===== config.mk =====
export PLATFORM = sky130hd
export DESIGN_NAME = cfg_loader_pea_flat
export DESIGN_NICKNAME = d
export VERILOG_FILES = /design/src/rtl/cfg_loader_pea_pkg.sv /design/src/rtl/cfg_loader_pea_if.sv /design/src/rtl/cfg_loader_pea_packer.sv /design/src/rtl/cfg_loader_pea.sv /design/src/flat_wrapper.sv
export SDC_FILE = /design/constraint.sdc
export NUM_CORES = 1
export LEC_CHECK = 0
export CELL_PAD_IN_SITES_DETAIL_PLACEMENT = 0
export CELL_PAD_IN_SITES_GLOBAL_PLACEMENT = 1
export CORE_UTILIZATION = 40
export DETAILED_ROUTE_END_ITERATION = 6
export PLACE_DENSITY = 0.9
export SYNTH_ARGS = -nofsm -noshare
export SYNTH_HDL_FRONTEND = slang
export SYNTH_SLANG_ARGS = --single-unit

===== constraint.sdc =====
create_clock -name clk_i -period 3.42 [get_ports clk_i]
set_input_delay 0.684 -clock clk_i [delete_from_list [all_inputs] [get_ports clk_i]]
set_output_delay 0.684 -clock clk_i [all_outputs]
set_load 0.02 [all_outputs]

===== src/rtl/cfg_loader_pea_pkg.sv =====
// rtl/cfg_loader_pea_pkg.sv - PEA geometry, configuration stream constants and loader state type
package cfg_loader_pea_pkg;

  localparam int N             = 2;
  localparam int M             = 2;
  localparam int KMEM_SIZE     = 2;
  localparam int N_CFG_BITS_PE = 40;

  localparam int CFG_WORD_W        = 32;
  localparam int CFG_WPE           = (N_CFG_BITS_PE + CFG_WORD_W - 1) / CFG_WORD_W;
  localparam int N_CFG_WORDS_TOTAL = N * KMEM_SIZE * M * CFG_WPE;

  // Counter width for a 0..n-1 range; single-value ranges still get one bit.
  function automatic int cnt_w(input int n);
    return (n > 1) ? $clog2(n) : 1;
  endfunction

  localparam int W_W = cnt_w(CFG_WPE);
  localparam int J_W = cnt_w(M);
  localparam int T_W = cnt_w(KMEM_SIZE);
  localparam int I_W = cnt_w(N);

  typedef enum logic [1:0] {
    IDLE = 2'd0,
    LOAD = 2'd1,
    DONE = 2'd2
  } cfg_load_state_t;

endpackage


===== src/rtl/cfg_loader_pea_if.sv =====
// rtl/cfg_loader_pea_if.sv - configuration word stream between system port and loader
interface cfg_loader_pea_if;
  import cfg_loader_pea_pkg::*;

  logic                  cfg_valid;
  logic [CFG_WORD_W-1:0] cfg_data;
  logic                  cfg_ready;

  modport master (output cfg_valid, output cfg_data, input cfg_ready);
  modport slave  (input cfg_valid, input cfg_data, output cfg_ready);

endinterface


===== src/rtl/cfg_loader_pea_packer.sv =====
// rtl/cfg_loader_pea_packer.sv - gathers CFG_WPE little-endian stream words into one PE entry
module cfg_word_packer
  import cfg_loader_pea_pkg::*;
(
  input  logic                     clk,
  input  logic                     rst_n,
  input  logic                     clr,
  input  logic                     accept,
  input  logic [CFG_WORD_W-1:0]    data,
  output logic [N_CFG_BITS_PE-1:0] entry,
  output logic                     entry_valid
);

  logic [W_W-1:0] w_q;
  logic           last_word;

  assign last_word   = (w_q == W_W'(CFG_WPE - 1));
  assign entry_valid = accept && last_word;

  always_ff @(posedge clk or negedge rst_n) begin
    if (!rst_n) begin
      w_q <= '0;
    end else if (clr) begin
      w_q <= '0;
    end else if (accept) begin
      w_q <= last_word ? '0 : w_q + 1'b1;
    end
  end

  generate
    if (CFG_WPE > 1) begin : g_hold
      logic [(CFG_WPE-1)*CFG_WORD_W-1:0] hold_q;

      always_ff @(posedge clk or negedge rst_n) begin
        if (!rst_n) begin
          hold_q <= '0;
        end else if (clr) begin
          hold_q <= '0;
        end else if (accept && !last_word) begin
          hold_q[w_q*CFG_WORD_W +: CFG_WORD_W] <= data;
        end
      end

      // Current word is the most significant; pad bits of the last word fall off here.
      assign entry = N_CFG_BITS_PE'({data, hold_q});
    end else begin : g_single
      assign entry = N_CFG_BITS_PE'(data);
    end
  endgenerate

endmodule


===== src/rtl/cfg_loader_pea.sv =====
// rtl/cfg_loader_pea.sv - loads the per-PE, per-slot configuration storage from the word stream
module cfg_loader_pea
  import cfg_loader_pea_pkg::*;
(
  input  logic                     clk_i,
  input  logic                     rst_n_i,
  input  logic                     start_i,
  cfg_loader_pea_if.slave          cfg,
  output logic                     busy_o,
  output logic                     done_o,
  output logic                     cfg_loaded_o,
  output logic [N_CFG_BITS_PE-1:0] reg_cfg_pea_o [N][M][KMEM_SIZE]
);

  cfg_load_state_t state_q, state_d;

  logic                     accept;
  logic                     start_acc;
  logic                     entry_valid;
  logic                     final_hs;
  logic [N_CFG_BITS_PE-1:0] entry;
  logic [J_W-1:0]           j_q;
  logic [T_W-1:0]           t_q;
  logic [I_W-1:0]           i_q;
  logic                     last_j, last_t, last_i;
  logic                     loaded_q;

  assign cfg.cfg_ready = (state_q == LOAD);
  assign accept        = cfg.cfg_valid && cfg.cfg_ready;
  assign start_acc     = start_i && (state_q == IDLE);
  assign busy_o        = (state_q != IDLE);
  assign done_o        = (state_q == DONE);
  assign cfg_loaded_o  = loaded_q;

  assign last_j   = (j_q == J_W'(M - 1));
  assign last_t   = (t_q == T_W'(KMEM_SIZE - 1));
  assign last_i   = (i_q == I_W'(N - 1));
  assign final_hs = entry_valid && last_j && last_t && last_i;

  cfg_word_packer u_packer (
    .clk         (clk_i),
    .rst_n       (rst_n_i),
    .clr         (start_acc),
    .accept      (accept),
    .data        (cfg.cfg_data),
    .entry       (entry),
    .entry_valid (entry_valid)
  );

  always_ff @(posedge clk_i or negedge rst_n_i) begin
    if (!rst_n_i) begin
      state_q <= IDLE;
    end else begin
      state_q <= state_d;
    end
  end

  always_comb begin
    state_d = state_q;
    case (state_q)
      IDLE:    if (start_i) state_d = LOAD;
      LOAD:    if (final_hs) state_d = DONE;
      DONE:    state_d = IDLE;
      default: state_d = IDLE;
    endcase
  end

  // Column is innermost, then slot, then row, matching the stream order.
  always_ff @(posedge clk_i or negedge rst_n_i) begin
    if (!rst_n_i) begin
      j_q <= '0;
      t_q <= '0;
      i_q <= '0;
    end else if (start_acc) begin
      j_q <= '0;
      t_q <= '0;
      i_q <= '0;
    end else if (entry_valid) begin
      j_q <= last_j ? '0 : j_q + 1'b1;
      if (last_j) begin
        t_q <= last_t ? '0 : t_q + 1'b1;
        if (last_t) begin
          i_q <= last_i ? '0 : i_q + 1'b1;
        end
      end
    end
  end

  always_ff @(posedge clk_i or negedge rst_n_i) begin
    if (!rst_n_i) begin
      loaded_q <= 1'b0;
    end else if (start_acc) begin
      loaded_q <= 1'b0;
    end else if (final_hs) begin
      loaded_q <= 1'b1;
    end
  end

  // A new load does not clear storage; entries are overwritten one by one.
  always_ff @(posedge clk_i or negedge rst_n_i) begin
    if (!rst_n_i) begin
      for (int a = 0; a < N; a++)
        for (int b = 0; b < M; b++)
          for (int c = 0; c < KMEM_SIZE; c++)
            reg_cfg_pea_o[a][b][c] <= '0;
    end else if (entry_valid) begin
      reg_cfg_pea_o[i_q][j_q][t_q] <= entry;
    end
  end

endmodule


===== src/flat_wrapper.sv =====
// flat-port wrapper written by rule: the top's interface ports become plain ports
module cfg_loader_pea_flat import cfg_loader_pea_pkg::*;
  (clk_i, rst_n_i, start_i, busy_o, done_o, cfg_loaded_o, reg_cfg_pea_o, cfg_cfg_valid, cfg_cfg_data, cfg_cfg_ready);
  cfg_loader_pea_if cfg_i ();
  input  logic clk_i;
  input  logic rst_n_i;
  input  logic start_i;
  output logic busy_o;
  output logic done_o;
  output logic cfg_loaded_o;
  output logic [N_CFG_BITS_PE-1:0] reg_cfg_pea_o[N][M][KMEM_SIZE];
  input wire logic [$bits(cfg_i.cfg_valid)-1:0] cfg_cfg_valid;
  input wire logic [$bits(cfg_i.cfg_data)-1:0] cfg_cfg_data;
  output wire logic [$bits(cfg_i.cfg_ready)-1:0] cfg_cfg_ready;
  assign cfg_i.cfg_valid = cfg_cfg_valid;
  assign cfg_i.cfg_data = cfg_cfg_data;
  assign cfg_cfg_ready = cfg_i.cfg_ready;
  cfg_loader_pea u_core (.clk_i(clk_i), .rst_n_i(rst_n_i), .start_i(start_i), .cfg(cfg_i), .busy_o(busy_o), .done_o(done_o), .cfg_loaded_o(cfg_loaded_o), .reg_cfg_pea_o(reg_cfg_pea_o));
endmodule

==> impl_metrics.ini, run 1 <==
[run_status]
status = complete, no violations

[finish]
final_cell_mix = 359 x dfrtp_1, 358 x clkdlybuf4s50_1, 311 x mux2_2
area_delta_synth_final_pct = 40.0
nets = 1202
fin_cells = 1634
drive_above_1_share = 0.339
fin_util = 0.573
mostFrequentLayoutCell = dfrtp_1
fillCellCount = 2594

[sta]
setup_tns_ps = 0
hold_viol_final = 0
fin_crit_sh = 0.780
fmax_mhz = 375
drv_slew = 0
period_minus_slack_ps = 2670
finalClockSkew_ps = 17.7
finalSetupViolations = 0
rsz0062_at_grt = false
final.setup.worst_slack_ps = 751
tightest_slew_ps = 609
slew_headroom = 0.594
whs_ps = 164

[floorplanning]
core-area_mm2 = 0.0328
initial_core_util = 0.409
rows = 66
io-pin-count = 360
die_w_um = 185
die_y_um = 185
die_area_mm2 = 0.0343

[cts]
cts_hold_repair.buffers = 0
clock-sinks = 359
clk-insertion-delay-late_ps = 520
root_buffer = clkbuf_16
cts_resized = 0
cts_max_level = 2
clk_pin_slew_ps = 60
cts_inserted_buffers = 38
cts_buffer_depth = 3
cts_tree = done
post_cts.repair.setup_buffers = 0

[synth]
syn_area_mm2 = 0.0134
yosysTopAreaCellShare = 0.670
yosysWarnings = 0
ys_types = 27
synth-edff-count = 0
ys_top_cells_by_area = dfrtp_1 67%, mux2_2 26%, a22o_1 2.2%, mux2_4 1.0%, buf_2 0.93%
synth_cells = 794
synth_seq_cells = 359
synth_seq_area_share = 0.670
avgSynthCellArea_um2 = 16.9
async_flop_share = 1.00
yosysTopAreaCell = dfrtp_1
syn-num-nets = 830
ys.flop_type = dfrtp_1

[placement]
port_buffers = 359
gp_congestion = 0.749
post-place-ws_ps = 653
dp.cells = 1568
hpwlAfterDp_mm = 23.4

[drt]
ant_nets = 0
firstDrtPassIters = 4
drt-total-wl_mm = 35.9
avgRoutedWirePerCell_um = 22.0
viasPerCell = 5.07
vias = 8286
drt_iter0_drc = 275
drc_errors = 0

[setup_path]
end_kind = output pin
r2r_setup_slack_ps = 1310
crit_path_start_kind = flip-flop
worst_ep_arrival_time_ps = 1980
critPathKind = reg2out
required_ps = 2740
cp_max_fo = 10

[global_route]
use_met1 = 0.270
grt_util_all_layers = 0.211
overflow = 0
grt_pass1_wl_mm = 54.6
grt_pass1_vias = 8736
grt_max_degree = 104
top_usage_layer = met2
use_met3 = 0.0621
grt_use_met2 = 0.349
antenna_found_initial = 1

[hold_path]
hp-class = in2async

[power]
p_per_area_mw_per_mm2 = 1050
peakVddDrop_uv = 655
p_leak_nw = 8.46

[job]
maxCapViolCount = 0
==> registers in the layout (all words and copies together) (netlist names) <==
name                           count
u_core.cfg_loaded_o                1
u_core.j_q                         1
u_core.i_q                         1
u_core.last_t                      1
u_core.u_packer.g_hold.hold_q     32
u_core.u_packer.last_word          1
u_core.state_q                     2
u_core.reg_cfg_pea_o             320
==> worst max-delay path, stage by stage, from the launching register on <==
cell and delay, ps:
dfrtp_1 500, nor2_1 310, inv_1 80, clkdlybuf4s50_1 570
==> per-stage QoR <==
stage | power (mW) | area [um2]
5_1_grt | 20.6 | 18800
2_1_floorplan | 11.4 | 13400
4_1_cts | 19.9 | 18800
6_report | 19.7 | 18800
3_3_place_gp | 15.7 | 17600
3_5_place_dp | 15.9 | 17600
==> power breakdown <==
group | internal, mW | switching [mW]
combinational | 4.36 | 3.93
clock | 2.29 | 1.63
sequential | 6.05 | 1.43
total | 12.7 | 7.00
==> final timing paths <==
check | from | cells past startpoint | endpoint
max reg2reg | u_core.state_q[1]$_DFFE_PN0P_ | 4 | u_core.reg_cfg_pea_o[109]$_DFFE_PN0P_
min in group clk_i | u_core.cfg_loaded_o$_DFFE_PN0P_ | 1 | u_core.cfg_loaded_o$_DFFE_PN0P_
max | u_core.state_q[1]$_DFFE_PN0P_ | 3 | busy_o
max in group asynchronous | rst_n_i | 2 | u_core.reg_cfg_pea_o[107]$_DFFE_PN0P_
min | rst_n_i | 1 | u_core.reg_cfg_pea_o[33]$_DFFE_PN0P_
min reg2reg | u_core.cfg_loaded_o$_DFFE_PN0P_ | 1 | u_core.cfg_loaded_o$_DFFE_PN0P_
==> cell families (layout without fill, tap and decap cells) <==
logic type             count (synthesis)  in the layout  synth area share
buffers and inverters                 47            443            0.0202
AOI/OAI and AO/OA                     38             38            0.0243
muxes                                323            323             0.274
other                                  0              2                 0
and+or+nand+nor                       27             27            0.0119
DFF                                  359            359             0.670
==> metal layers <==
layer	vias to the layer above	share of wire
met2	263	0.49
met3	50	0.073
met5	-	0
li1	3603	-
met1	4370	0.41
met4	0	0.019
==> synth_stat cells (2+ instances only) <==
cell and instances:
dfrtp_1 359, mux2_2 311, a22o_1 34, buf_2 25
clkbuf_1 10, mux2_4 9, nor2_1 7, buf_6 6
buf_4 5, nand2_1 4, nand3_1 4, and4b_1 2
mux2_1 2, nand4b_1 2, nor2b_1 2
==> layout make-up <==
cell class / instances / area, um2 / share of cell area
diodes: 2 / 5.00 / 0.000267
repair buffers: 378 / 3830 / 0.204
clock buffers: 58 / 1140 / 0.0606
inverters: 1 / 3.75 / 0.000200
well taps: 442 / 553 / 0.0295
multi-input cells: 388 / 4210 / 0.224
clock inverters: 6 / 56.3 / 0.00300
flip-flops and latches: 359 / 8980 / 0.478
Note: power is estimated with default switching activity, not from simulation.
==> run 2, diff against run 1 <==
CORE_UTILIZATION = 36   (was 40)
PLACE_DENSITY = 0.86   (was 0.9)
clock period = 2.3 ns   (was 3.42 ns; I/O delays follow)
==> run 2 against run 1 <==
- sequential power rose by 48%
- combinational power rose by 51%
- clock-buffer cell count fell by 1
- via count rose by 1.0%
- design area rose by 2.7%
- die area rose by 11%
- non-clock buffer count rose by 19
- global-route usage fell by 1.1 points
- setup slack got worse by 550 ps
- register-to-register slack got worse by 880 ps
- critical path type unchanged
- critical endpoint unchanged
- largest cell class unchanged
- largest power group unchanged
- highest routed layer unchanged
==> impl_metrics.ini, run 2 (same netlist as run 1, synthesis figures left out) <==
[sta]
hold_viol_final = 0
final.setup.worst_slack_ps = 201
slew_headroom = 0.599
whs_ps = 451
setup_tns_ps = 0
drv_slew = 0
period_minus_slack_ps = 2100
finalClockSkew_ps = 18.6
finalSetupViolations = 0
fmax_mhz = 476
fin_crit_sh = 0.913
tightest_slew_ps = 602
rsz0062_at_grt = false

[setup_path]
worst-path-buf-inv = 2
cp_slowest_stage_delay_ps = 480
required_ps = 1840
cpLargestDelayFamily = flip-flops
end_kind = output pin
crit_path_start_kind = flip-flop
cp_max_fo = 10
worst_ep_arrival_time_ps = 1640
cp_cell_sequence = nor2_2 > inv_1 > dlygate4sd2_1
cpMaxStageDelayCell = dfrtp_2
critPathKind = reg2out

[placement]
hpwlAfterDp_mm = 25.2
port_buffers = 359
gp_congestion = 0.782
post-place-ws_ps = 4.42
dp.cells = 1612
placed_cell_area_mm2 = 0.0179

[floorplanning]
die_w_um = 195
core-area_mm2 = 0.0366
initial_core_util = 0.366
die_y_um = 195
die_area_mm2 = 0.0380
rows = 70
io-pin-count = 360

[cts]
post_cts.repair.setup_buffers = 0
cts_inserted_buffers = 39
root_buffer = clkbuf_16
clk-insertion-delay-late_ps = 550
clk_pin_slew_ps = 60
clock-sinks = 359
cts_buffer_depth = 3
cts_tree = done
cts_max_level = 2

[global_route]
grt_max_degree = 64
grt_util_all_layers = 0.200
overflow = 0
grt_pass1_vias = 9012
grt_pass1_wl_mm = 57.3
antenna_found_initial = 0

[drt]
avgRoutedWirePerCell_um = 22.2
vias = 8373
drt-total-wl_mm = 37.4
firstDrtPassIters = 4
ant_nets = 0
drt_iter0_drc = 221
viasPerCell = 4.97
drc_errors = 0

[run_status]
status = complete, no violations

[finish]
mostFrequentLayoutCell = dfrtp_1
antenna_cells = 0
fillCellCount = 3000
nets = 1222
seq_area_mm2 = 0.00899
multi_input_area_mm2 = 0.00421
area_delta_synth_final_pct = 43.8
drive_above_1_share = 0.355
fin_cells = 1684
top_register = u_core.reg_cfg_pea_o
fin_util = 0.527
final_cell_mix = 357 x dfrtp_1, 355 x clkdlybuf4s50_1, 311 x mux2_2
finish.instance_area_mm2 = 0.0193
largest_reg_flops = 320
top_regs = u_core.reg_cfg_pea_o x320, u_core.u_packer.g_hold.hold_q x32, u_core.state_q x2

[power]
peakVddDrop_uv = 883
p_leak_nw = 8.67
p_per_area_mw_per_mm2 = 1560
power_mw = 30.2

[job]
maxCapViolCount = 0

[hold_path]
hp-class = in2async
-- run 2: worst reg2reg max path: stages (launching register included) --
cell     delay (ps)
dfrtp_2         480
and4b_1         310
and4b_2         340
buf_4           240
mux2_2          360
-- run 2: timing repair --
action                                 in CTS  in global routing
endpoints found under the hold margin      51                  0
hold buffers                                1                  0
setup endpoints to repair                   3                  0
gates resized for setup                     6                  0
-- run 2: cell type report --
cell class	instances	share of cell area
inverter	1	0.000195
clock inverter	14	0.0112
tap	468	0.0304
sequential	359	0.466
timing repair buffer	397	0.215
clock buffer	57	0.0588
multi-input combinational	388	0.218
-- run 2: report_power, final --
group,total (mW),internal (mW),leakage (nW),switching [mW]
Clock,6.52,4.00,0.649,2.52
Sequential,11.1,9.00,4.60,2.14
Combinational,12.5,6.60,3.43,5.90
-- run 2: path summary, 6_finish.rpt --
check	start	to	slack [ps]	cells past startpoint
max reg2reg	u_core.state_q[1]$_DFFE_PN0P_	u_core.reg_cfg_pea_o[90]$_DFFE_PN0P_	430	4
min reg2reg	u_core.cfg_loaded_o$_DFFE_PN0P_	u_core.cfg_loaded_o$_DFFE_PN0P_	500	1
min	rst_n_i	u_core.reg_cfg_pea_o[246]$_DFFE_PN0P_	450	2
max	u_core.state_q[1]$_DFFE_PN0P_	busy_o	200	3
min in group clk_i	u_core.cfg_loaded_o$_DFFE_PN0P_	u_core.cfg_loaded_o$_DFFE_PN0P_	500	1
max in group asynchronous	rst_n_i	u_core.reg_cfg_pea_o[55]$_DFFE_PN0P_	1020	4
-- run 2: per-layer routing --
metal  global-route usage  part of all wire  wire [um]
met5                    0                 0          0
met1                0.257              0.42      15700
met2                0.314              0.47      17500
met4               0.0700             0.033       1230
met3               0.0717             0.079       2940
